===== src/rtl/seq_word_scanner.sv =====
// Word-to-bit sequencer around a "1011" non-overlapping Moore detector; returns per-word match counts.
// Optional SEQ_CARRY_EN: detector state persists across words instead of restarting at A on each accept.
module seq_word_scanner #(
    parameter int unsigned WIDTH = 8,
    parameter int unsigned CNT_W = 4
) (
    input  logic             clk,
    input  logic             rst,
    input  logic             in_valid,
    output logic             in_ready,
    input  logic [WIDTH-1:0] in_data,
    output logic             out_valid,
    input  logic             out_ready,
    output logic [CNT_W-1:0] out_count,
    output logic             out_hit,
    output logic             busy
);

    localparam int unsigned       BCNT_W   = $clog2(WIDTH);
    localparam logic [BCNT_W-1:0] LAST_BIT = BCNT_W'(WIDTH - 1);
    localparam logic [CNT_W-1:0]  CNT_MAX  = {CNT_W{1'b1}};

    localparam logic [4:0] DET_A = 5'b00001;
    localparam logic [4:0] DET_B = 5'b00010;
    localparam logic [4:0] DET_C = 5'b00100;
    localparam logic [4:0] DET_D = 5'b01000;
    localparam logic [4:0] DET_E = 5'b10000;

    typedef enum logic [1:0] {
        S_IDLE  = 2'd0,
        S_SHIFT = 2'd1,
        S_DONE  = 2'd2
    } state_t;

    state_t             r_state, w_state_nxt;
    logic [WIDTH-1:0]   r_sreg, w_sreg_nxt;
    logic [BCNT_W-1:0]  r_bitcnt, w_bitcnt_nxt;
    logic [4:0]         r_det, w_det_nxt, w_det_step;
    logic [CNT_W-1:0]   r_count, w_count_nxt;
    logic               r_in_ready, w_in_ready_nxt;
    logic               r_out_valid, w_out_valid_nxt;
    logic               r_busy, w_busy_nxt;
    logic               r_hit, w_hit_nxt;

    // One detector step; E restarts like A so matches never overlap.
    function automatic logic [4:0] det_step(input logic [4:0] det, input logic b);
        logic [4:0] nxt;
        nxt = DET_A;
        unique case (det)
            DET_A, DET_E: nxt = b ? DET_B : DET_A;
            DET_B:        nxt = b ? DET_B : DET_C;
            DET_C:        nxt = b ? DET_D : DET_A;
            DET_D:        nxt = b ? DET_E : DET_C;
            default:      nxt = DET_A;
        endcase
        return nxt;
    endfunction

    // State register
    always_ff @(posedge clk or negedge rst) begin
        if (!rst) begin
            r_state     <= S_IDLE;
            r_sreg      <= '0;
            r_bitcnt    <= '0;
            r_det       <= DET_A;
            r_count     <= '0;
            r_in_ready  <= 1'b1;
            r_out_valid <= 1'b0;
            r_busy      <= 1'b0;
            r_hit       <= 1'b0;
        end else begin
            r_state     <= w_state_nxt;
            r_sreg      <= w_sreg_nxt;
            r_bitcnt    <= w_bitcnt_nxt;
            r_det       <= w_det_nxt;
            r_count     <= w_count_nxt;
            r_in_ready  <= w_in_ready_nxt;
            r_out_valid <= w_out_valid_nxt;
            r_busy      <= w_busy_nxt;
            r_hit       <= w_hit_nxt;
        end
    end

    // Next-state and datapath update
    always_comb begin
        w_state_nxt  = r_state;
        w_sreg_nxt   = r_sreg;
        w_bitcnt_nxt = r_bitcnt;
        w_det_nxt    = r_det;
        w_count_nxt  = r_count;
        w_det_step   = det_step(r_det, r_sreg[WIDTH-1]);
        unique case (r_state)
            S_IDLE: begin
                if (in_valid) begin
                    w_state_nxt  = S_SHIFT;
                    w_sreg_nxt   = in_data;
                    w_bitcnt_nxt = '0;
                    w_count_nxt  = '0;
`ifdef SEQ_CARRY_EN
                    w_det_nxt    = r_det;
`else
                    w_det_nxt    = DET_A;
`endif
                end
            end
            S_SHIFT: begin
                w_det_nxt    = w_det_step;
                w_sreg_nxt   = {r_sreg[WIDTH-2:0], 1'b0};
                w_bitcnt_nxt = r_bitcnt + 1'b1;
                if (w_det_step == DET_E && r_count != CNT_MAX) begin
                    w_count_nxt = r_count + 1'b1;
                end
                if (r_bitcnt == LAST_BIT) begin
                    w_state_nxt = S_DONE;
                end
            end
            S_DONE: begin
                if (out_ready) begin
                    w_state_nxt = S_IDLE;
                end
            end
            default: w_state_nxt = S_IDLE;
        endcase
    end

    // Output decode, registered alongside the state
    always_comb begin
        w_in_ready_nxt  = 1'b0;
        w_out_valid_nxt = 1'b0;
        w_busy_nxt      = 1'b0;
        w_hit_nxt       = |w_count_nxt;
        unique case (w_state_nxt)
            S_IDLE:  w_in_ready_nxt  = 1'b1;
            S_SHIFT: w_busy_nxt      = 1'b1;
            S_DONE: begin
                w_out_valid_nxt = 1'b1;
                w_busy_nxt      = 1'b1;
            end
            default: w_in_ready_nxt  = 1'b1;
        endcase
    end

    assign in_ready  = r_in_ready;
    assign out_valid = r_out_valid;
    assign out_count = r_count;
    assign out_hit   = r_hit;
    assign busy      = r_busy;

endmodule

===== config.mk =====
export PLATFORM = sky130hd
export DESIGN_NAME = seq_word_scanner
export DESIGN_NICKNAME = d
export VERILOG_FILES = /design/src/rtl/seq_word_scanner.sv
export SDC_FILE = /design/constraint.sdc
export NUM_CORES = 1
export LEC_CHECK = 0
export CELL_PAD_IN_SITES_DETAIL_PLACEMENT = 0
export CELL_PAD_IN_SITES_GLOBAL_PLACEMENT = 1
export CORE_ASPECT_RATIO = 1.1
export CORE_MARGIN = 2
export CORE_UTILIZATION = 44
export CTS_CLUSTER_SIZE = 8
export DETAILED_ROUTE_END_ITERATION = 12
export PLACE_DENSITY_LB_ADDON = 0.1
export RECOVER_POWER = 25
export SKIP_LAST_GASP = 1
export SLEW_MARGIN = 10
export SYNTH_ARGS = -nofsm -noshare
export SYNTH_HDL_FRONTEND = slang
export SYNTH_SLANG_ARGS = --single-unit

===== constraint.sdc =====
create_clock -name clk -period 3.8 [get_ports clk]
set_clock_uncertainty 0.1 [all_clocks]
set_input_delay 0.38 -clock clk [delete_from_list [all_inputs] [get_ports clk]]
set_output_delay 0.38 -clock clk [all_outputs]
set_load 0.005 [all_outputs]

**Word-level counts from Yosys, hierarchy flattened**

Cells that the tools add are included.

- Output and inout bits: 8
- Bits in read-only memories: 0
- Input port bits: 12
- RAM bits: 0
- Bits in latches: 0
- Flip-flop bits (word level): 26
- Logic and storage cells: 52
- Memories kept: 0

- Shifts and indexed selects: 0
- Add/subtract/negate cells: 2
- Bitwise gates (word level): 0
- Magnitude comparators: 0
- Multiply operators: 0
- Equal/unequal tests: 13
- Divide/modulo/power cells: 0
- Multiplexer cells: 21
- Reductions and logical operators: 7

Operators by type and width:

| cell | count |
|---|---|
| one-hot mux 5 bit (4 select lines) | 1 |
| one-hot mux 8 bit (2 select lines) | 1 |
| two-way mux 4 bit | 3 |
| equality test 5 bit (second input constant) | 2 |
| two-way mux 5 bit | 2 |
| one-hot mux 5 bit (2 select lines) | 1 |
| two-way mux 2 bit | 4 |
| two-way mux 8 bit | 1 |
| one-hot mux 4 bit (2 select lines) | 1 |
| two-way mux 3 bit | 2 |
| one-hot mux 2 bit (3 select lines) | 1 |
| one-hot mux 3 bit (2 select lines) | 1 |
| equality test 5 x 1 -> 1 bit (second input constant) | 1 |
| equality test 5 x 2 -> 1 bit (second input constant) | 1 |
| equality test 5 x 3 -> 1 bit (second input constant) | 1 |
| equality test 5 x 4 -> 1 bit (second input constant) | 1 |
| adder 4 x 1 -> 4 bit (second input constant) | 1 |
| equality test 2 x 1 -> 1 bit (second input constant) | 2 |
| equality test 2 bit (second input constant) | 2 |
| != test 4 bit (second input constant) | 1 |
| OR reduction 2 bit | 2 |
| OR reduction 4 bit | 1 |
| adder 3 x 1 -> 3 bit (second input constant) | 1 |
| equality test 3 bit (second input constant) | 1 |
| 6 further kinds | 8 |

**Depth between registers and ports, before layout**

- Word-level depth: 8
- Gate-level depth with buffers: 6
- Depth with buffers taken out: 6

**Least setup slack after synthesis**

OpenSTA, ideal clock, no wires.

- Kind: reg2reg
- From: reg r_state[1]
- To: reg r_hit (netlist: out_hit)
- Library setup time: 0.138 ns
- Arrival: 1.713 ns
- Buffers on the path: 1
- Period minus slack after synthesis: 1.952 ns
- Data required time: 3.562 ns
- Slack: 1.848 ns
- Stages on the path, launching flop included: 6
- Cell sequence: dfrtp_1 > buf_6 > nor4b_2 > nand4_1 > mux2i_2 > or4_1

- Longest elaborated chain between the ends: 3
- Elaborated cells on any way between the ends: 4
- Classes of those cells: eq/ne (1); mux (1); reduce/logical (2)

RTL lines:

| element | RTL line | RTL |
|---|---|---|
| start, declared | 35 | `state_t r_state, w_state_nxt;` |
| start signal, assigned | 72 | `r_state <= w_state_nxt;` |
| equality test 2 x 1 -> 1 bit / logical NOT 2 bit (equally long branches) | 92 | `unique case (r_state)` |
| one-hot mux 4 bit (2 select lines) (*) | 92 |  |
| net w_count_nxt[3] | 39 | `logic [CNT_W-1:0] r_count, w_count_nxt;` |
| OR reduction 4 bit (*) | 131 | `w_hit_nxt = \|w_count_nxt;` |
| net w_hit_nxt | 43 | `logic r_hit, w_hit_nxt;` |
| end signal, assigned | 80 | `r_hit <= w_hit_nxt;` |
| end, declared | 43 |  |

Mark *: on every way through the listed nets, which the timed path passes. The rest lies on a longest branch.
A chain may end at the register's enable or synchronous reset.

**Worst setup path after layout**

- From: reg r_state[0]
- To: reg r_hit (netlist: out_hit)

Same word-level chain as after synthesis.

==> impl_metrics.py <==
metrics = {
    "final_layout": {
        "drive_gt1_share_pct": 10.3,
        "final_cell_count_no_fill": 169,
        "fin_util_pct": 54.2,
        "diodes": 0,
        "multi_input_area_um2": 563,
        "areaGrowthSynthToFinish_pct": 17.1,
        "n_fill_cell": 256,
        "nNetsFinal": 153,
        "regArea_um2": 653,
    },
    "floorplan": {
        "coreArea_mm2": 0.00278,
        "die_h_um": 60.7,
        "die_x_um": 55.6,
        "dieArea_mm2": 0.00337,
        "ios": 20,
        "rows": 20,
        "start_util_pct": 46.3,
    },
    "route": {
        "drtPass1Iterations": 4,
        "drt_wl_total_um": 2500,
        "drt_iter0_markers": 35,
        "vias": 974,
        "route.detailed.drc": 0,
        "ant_nets": 0,
        "via_per_inst": 5.76,
        "drt-wirelength-per-cell_um": 14.8,
    },
    "outcome": {
        "status": "finished clean",
    },
    "worst_setup_path": {
        "reg2reg_depth": 4,
        "arrival_ns": 2.28,
        "crit_path_cell_trace": "nor4b_2 -> nand4_1 -> mux2i_2 -> or4_1",
        "cp.buffers_inverters": 0,
        "crit_type": "flop to flop",
        "cp-start-kind": "flop",
        "cp_top_family": "simple AND/OR/NAND/NOR gates",
        "r2r-end": "out_hit$_DFF_PN0_",
        "ff2ff_setup_slack_ns": 1.61,
        "crit_end": "out_hit$_DFF_PN0_",
        "cp-startpoint": "r_state[0]$_DFF_PN0_",
        "critPathMaxStageDelay_ns": 0.61,
        "end_kind": "flop",
        "cp_max_fo": 13,
        "crit_slowest_cell": "dfrtp_1",
        "required_ns": 3.90,
        "worst-path-stages": 4,
        "r2r_start": "r_state[0]$_DFF_PN0_",
    },
    "power_and_ir_drop": {
        "power_density_mw_per_mm2": 596,
        "total_power_uw": 897,
        "power.leakage_nw": 0.657,
        "ir_drop_mv": 0.305,
    },
    "synthesis": {
        "synth-main-ff-cell": "dfrtp_1",
        "yosys_warnings": 0,
        "synth_area_mm2": 0.00129,
        "yosys.area.top_type_share_pct": 46.7,
        "synth_cells": 121,
        "yosysTopAreaCell": "dfrtp_1",
        "synth_common_cells": "dfrtp_1, nand2_1, o21ai_0",
        "syn-num-nets": 137,
        "synth_cell_types": 39,
        "synth.most_common_cell": "dfrtp_1",
        "synth-seq-cells": 26,
        "synth_edf_count": 0,
        "ys_top_cells_by_area": "dfrtp_1, nand2_1, a22oi_1",
        "async_flop_share_pct": 100,
        "avgSynthCellArea_um2": 10.6,
        "ys_seq_area_share_pct": 50.8,
    },
    "sta": {
        "fin_setup_tns_ns": 0,
        "setup-violations-final": 0,
        "drv_slew": 0,
        "hold_violations": 0,
        "rsz0062_at_grt": "false",
        "max_clock_freq_mhz": 458,
        "finalCriticalPeriod_ns": 2.19,
        "worst_slew_pin_slew_ns": 1.40,
        "min_period_over_period_pct": 57.5,
        "slew_headroom_pct": 6.98,
    },
    "cts": {
        "clock_latency_ns": 0.31,
        "htree_levels": 1,
        "post_cts_buffers": 0,
        "clockBufferDepth": 2,
        "cts_sinks": 26,
        "clkTransAtPathRegs_ns": 0.13,
        "cts.hold.buffers_added": 0,
        "cts_buffers": 3,
        "cts_tree": "yes",
        "cts_resized": 0,
        "cts_root_buf": "clkbuf_4",
    },
    "global_route": {
        "grt_first_pass_wirelength_um": 4230,
        "antenna_found_initial": 0,
        "grt_max_degree": 27,
        "grt_pass1_vias": 970,
        "overflow": 0,
        "track_usage_pct": 16.1,
    },
    "place": {
        "port_buffers": 19,
        "gp_congestion": 0.752,
        "dpl.hpwl_um": 1810,
        "place_inst": 165,
    },
    "run": {
        "maxCapViolCount": 0,
    },
    "worst_hold_path": {
        "min_path_type": "flop to flop",
    },
}
final cells by class:
cell class	instances	share of cell area, %
Sequential cell	26	43.4
Multi-Input combinational cell	82	37.4
Timing Repair Buffer	21	13.4
Tap cell	33	2.74
Clock buffer	4	2.41
Inverter	3	0.748
per-stage QoR:
step	instance area [um2]	setup slack, ns	hold slack, ns
CTS	1510	1.62	0.309
detailed placement	1470	1.60	0.374
finish	1510	1.61	0.396
global route	1510	1.49	0.432
floorplan	1290	1.85	-0.0156
global placement	1470	1.62	0.366
where the power goes:
group,switching (mW),internal [mW]
registers,0.0798,0.364
clock network,0.0781,0.0585
logic,0.149,0.167
total,0.307,0.590
worst register-to-register path: cells and delay by family, from the launching register on:
kind,cells,cell delay [ns]
flip-flops,1,0.61
multiplexers,1,0.19
AND/OR/NAND/NOR,3,1.18
cells by family (layout without fill, tap and decap cells):
family                   Yosys count  in the layout  share of synthesized area [%]
AO/OA/AOI/OAI                     33             33                           17.9
XOR/XNOR                           3              3                           2.04
adder cells (fa/ha/maj)            4              4                           3.89
buffers and inverters             13             28                           5.45
flip-flops                        26             26                           50.8
multiplexers                       4              4                           3.50
AND/OR/NAND/NOR                   38             38                           16.4
sequential cells by signal, summed over array words and instances (netlist names):
signal / cells
in_ready: 1
r_bitcnt: 3
out_hit: 1
r_sreg: 8
busy: 1
r_state: 2
out_valid: 1
out_count: 4
r_det: 5
layout by cell type (no fill, tap or decap), types with 2 or more instances in the layout:
cell,n
dfrtp_1,24
clkdlybuf4s50_1,18
nand2_1,15
o21ai_0,10
a22oi_1,7
nor2_1,6
a22o_1,5
ha_1,4
nor2b_1,3
inv_1,3
o41ai_1,3
clkbuf_4,3
nand3_1,2
nand4_1,2
mux2i_1,2
xnor2_1,2
a21oi_1,2
dfstp_2,2
worst min path at each step:
| stage | from | to | slack, ns | depth (start not counted) |
|---|---|---|---|---|
| finish | r_sreg[3]$_DFFE_PN0P_ | r_sreg[3]$_DFFE_PN0P_ | 0.40 | 2 |
| global route | r_sreg[1]$_DFFE_PN0P_ | r_sreg[1]$_DFFE_PN0P_ | 0.43 | 2 |
| CTS | rst | r_det[2]$_DFFE_PN0P_ | 0.31 | 2 |
| detailed placement | r_sreg[1]$_DFFE_PN0P_ | r_sreg[1]$_DFFE_PN0P_ | 0.37 | 2 |
| global placement | r_sreg[6]$_DFFE_PN0P_ | r_sreg[6]$_DFFE_PN0P_ | 0.37 | 2 |
| floorplan | rst | busy$_DFF_PN0_ | -0.02 | 0 |
metal layers:
metal  vias to the layer above  GRT usage (%)  wire length (um)
met2                        17           30.8              1280
li1                        468              -                 -
met5                         -              0                 0
met3                         2           2.99                69
met1                       487           18.2              1140
met4                         0           6.27                15
Power figures use the tool's default switching activity.
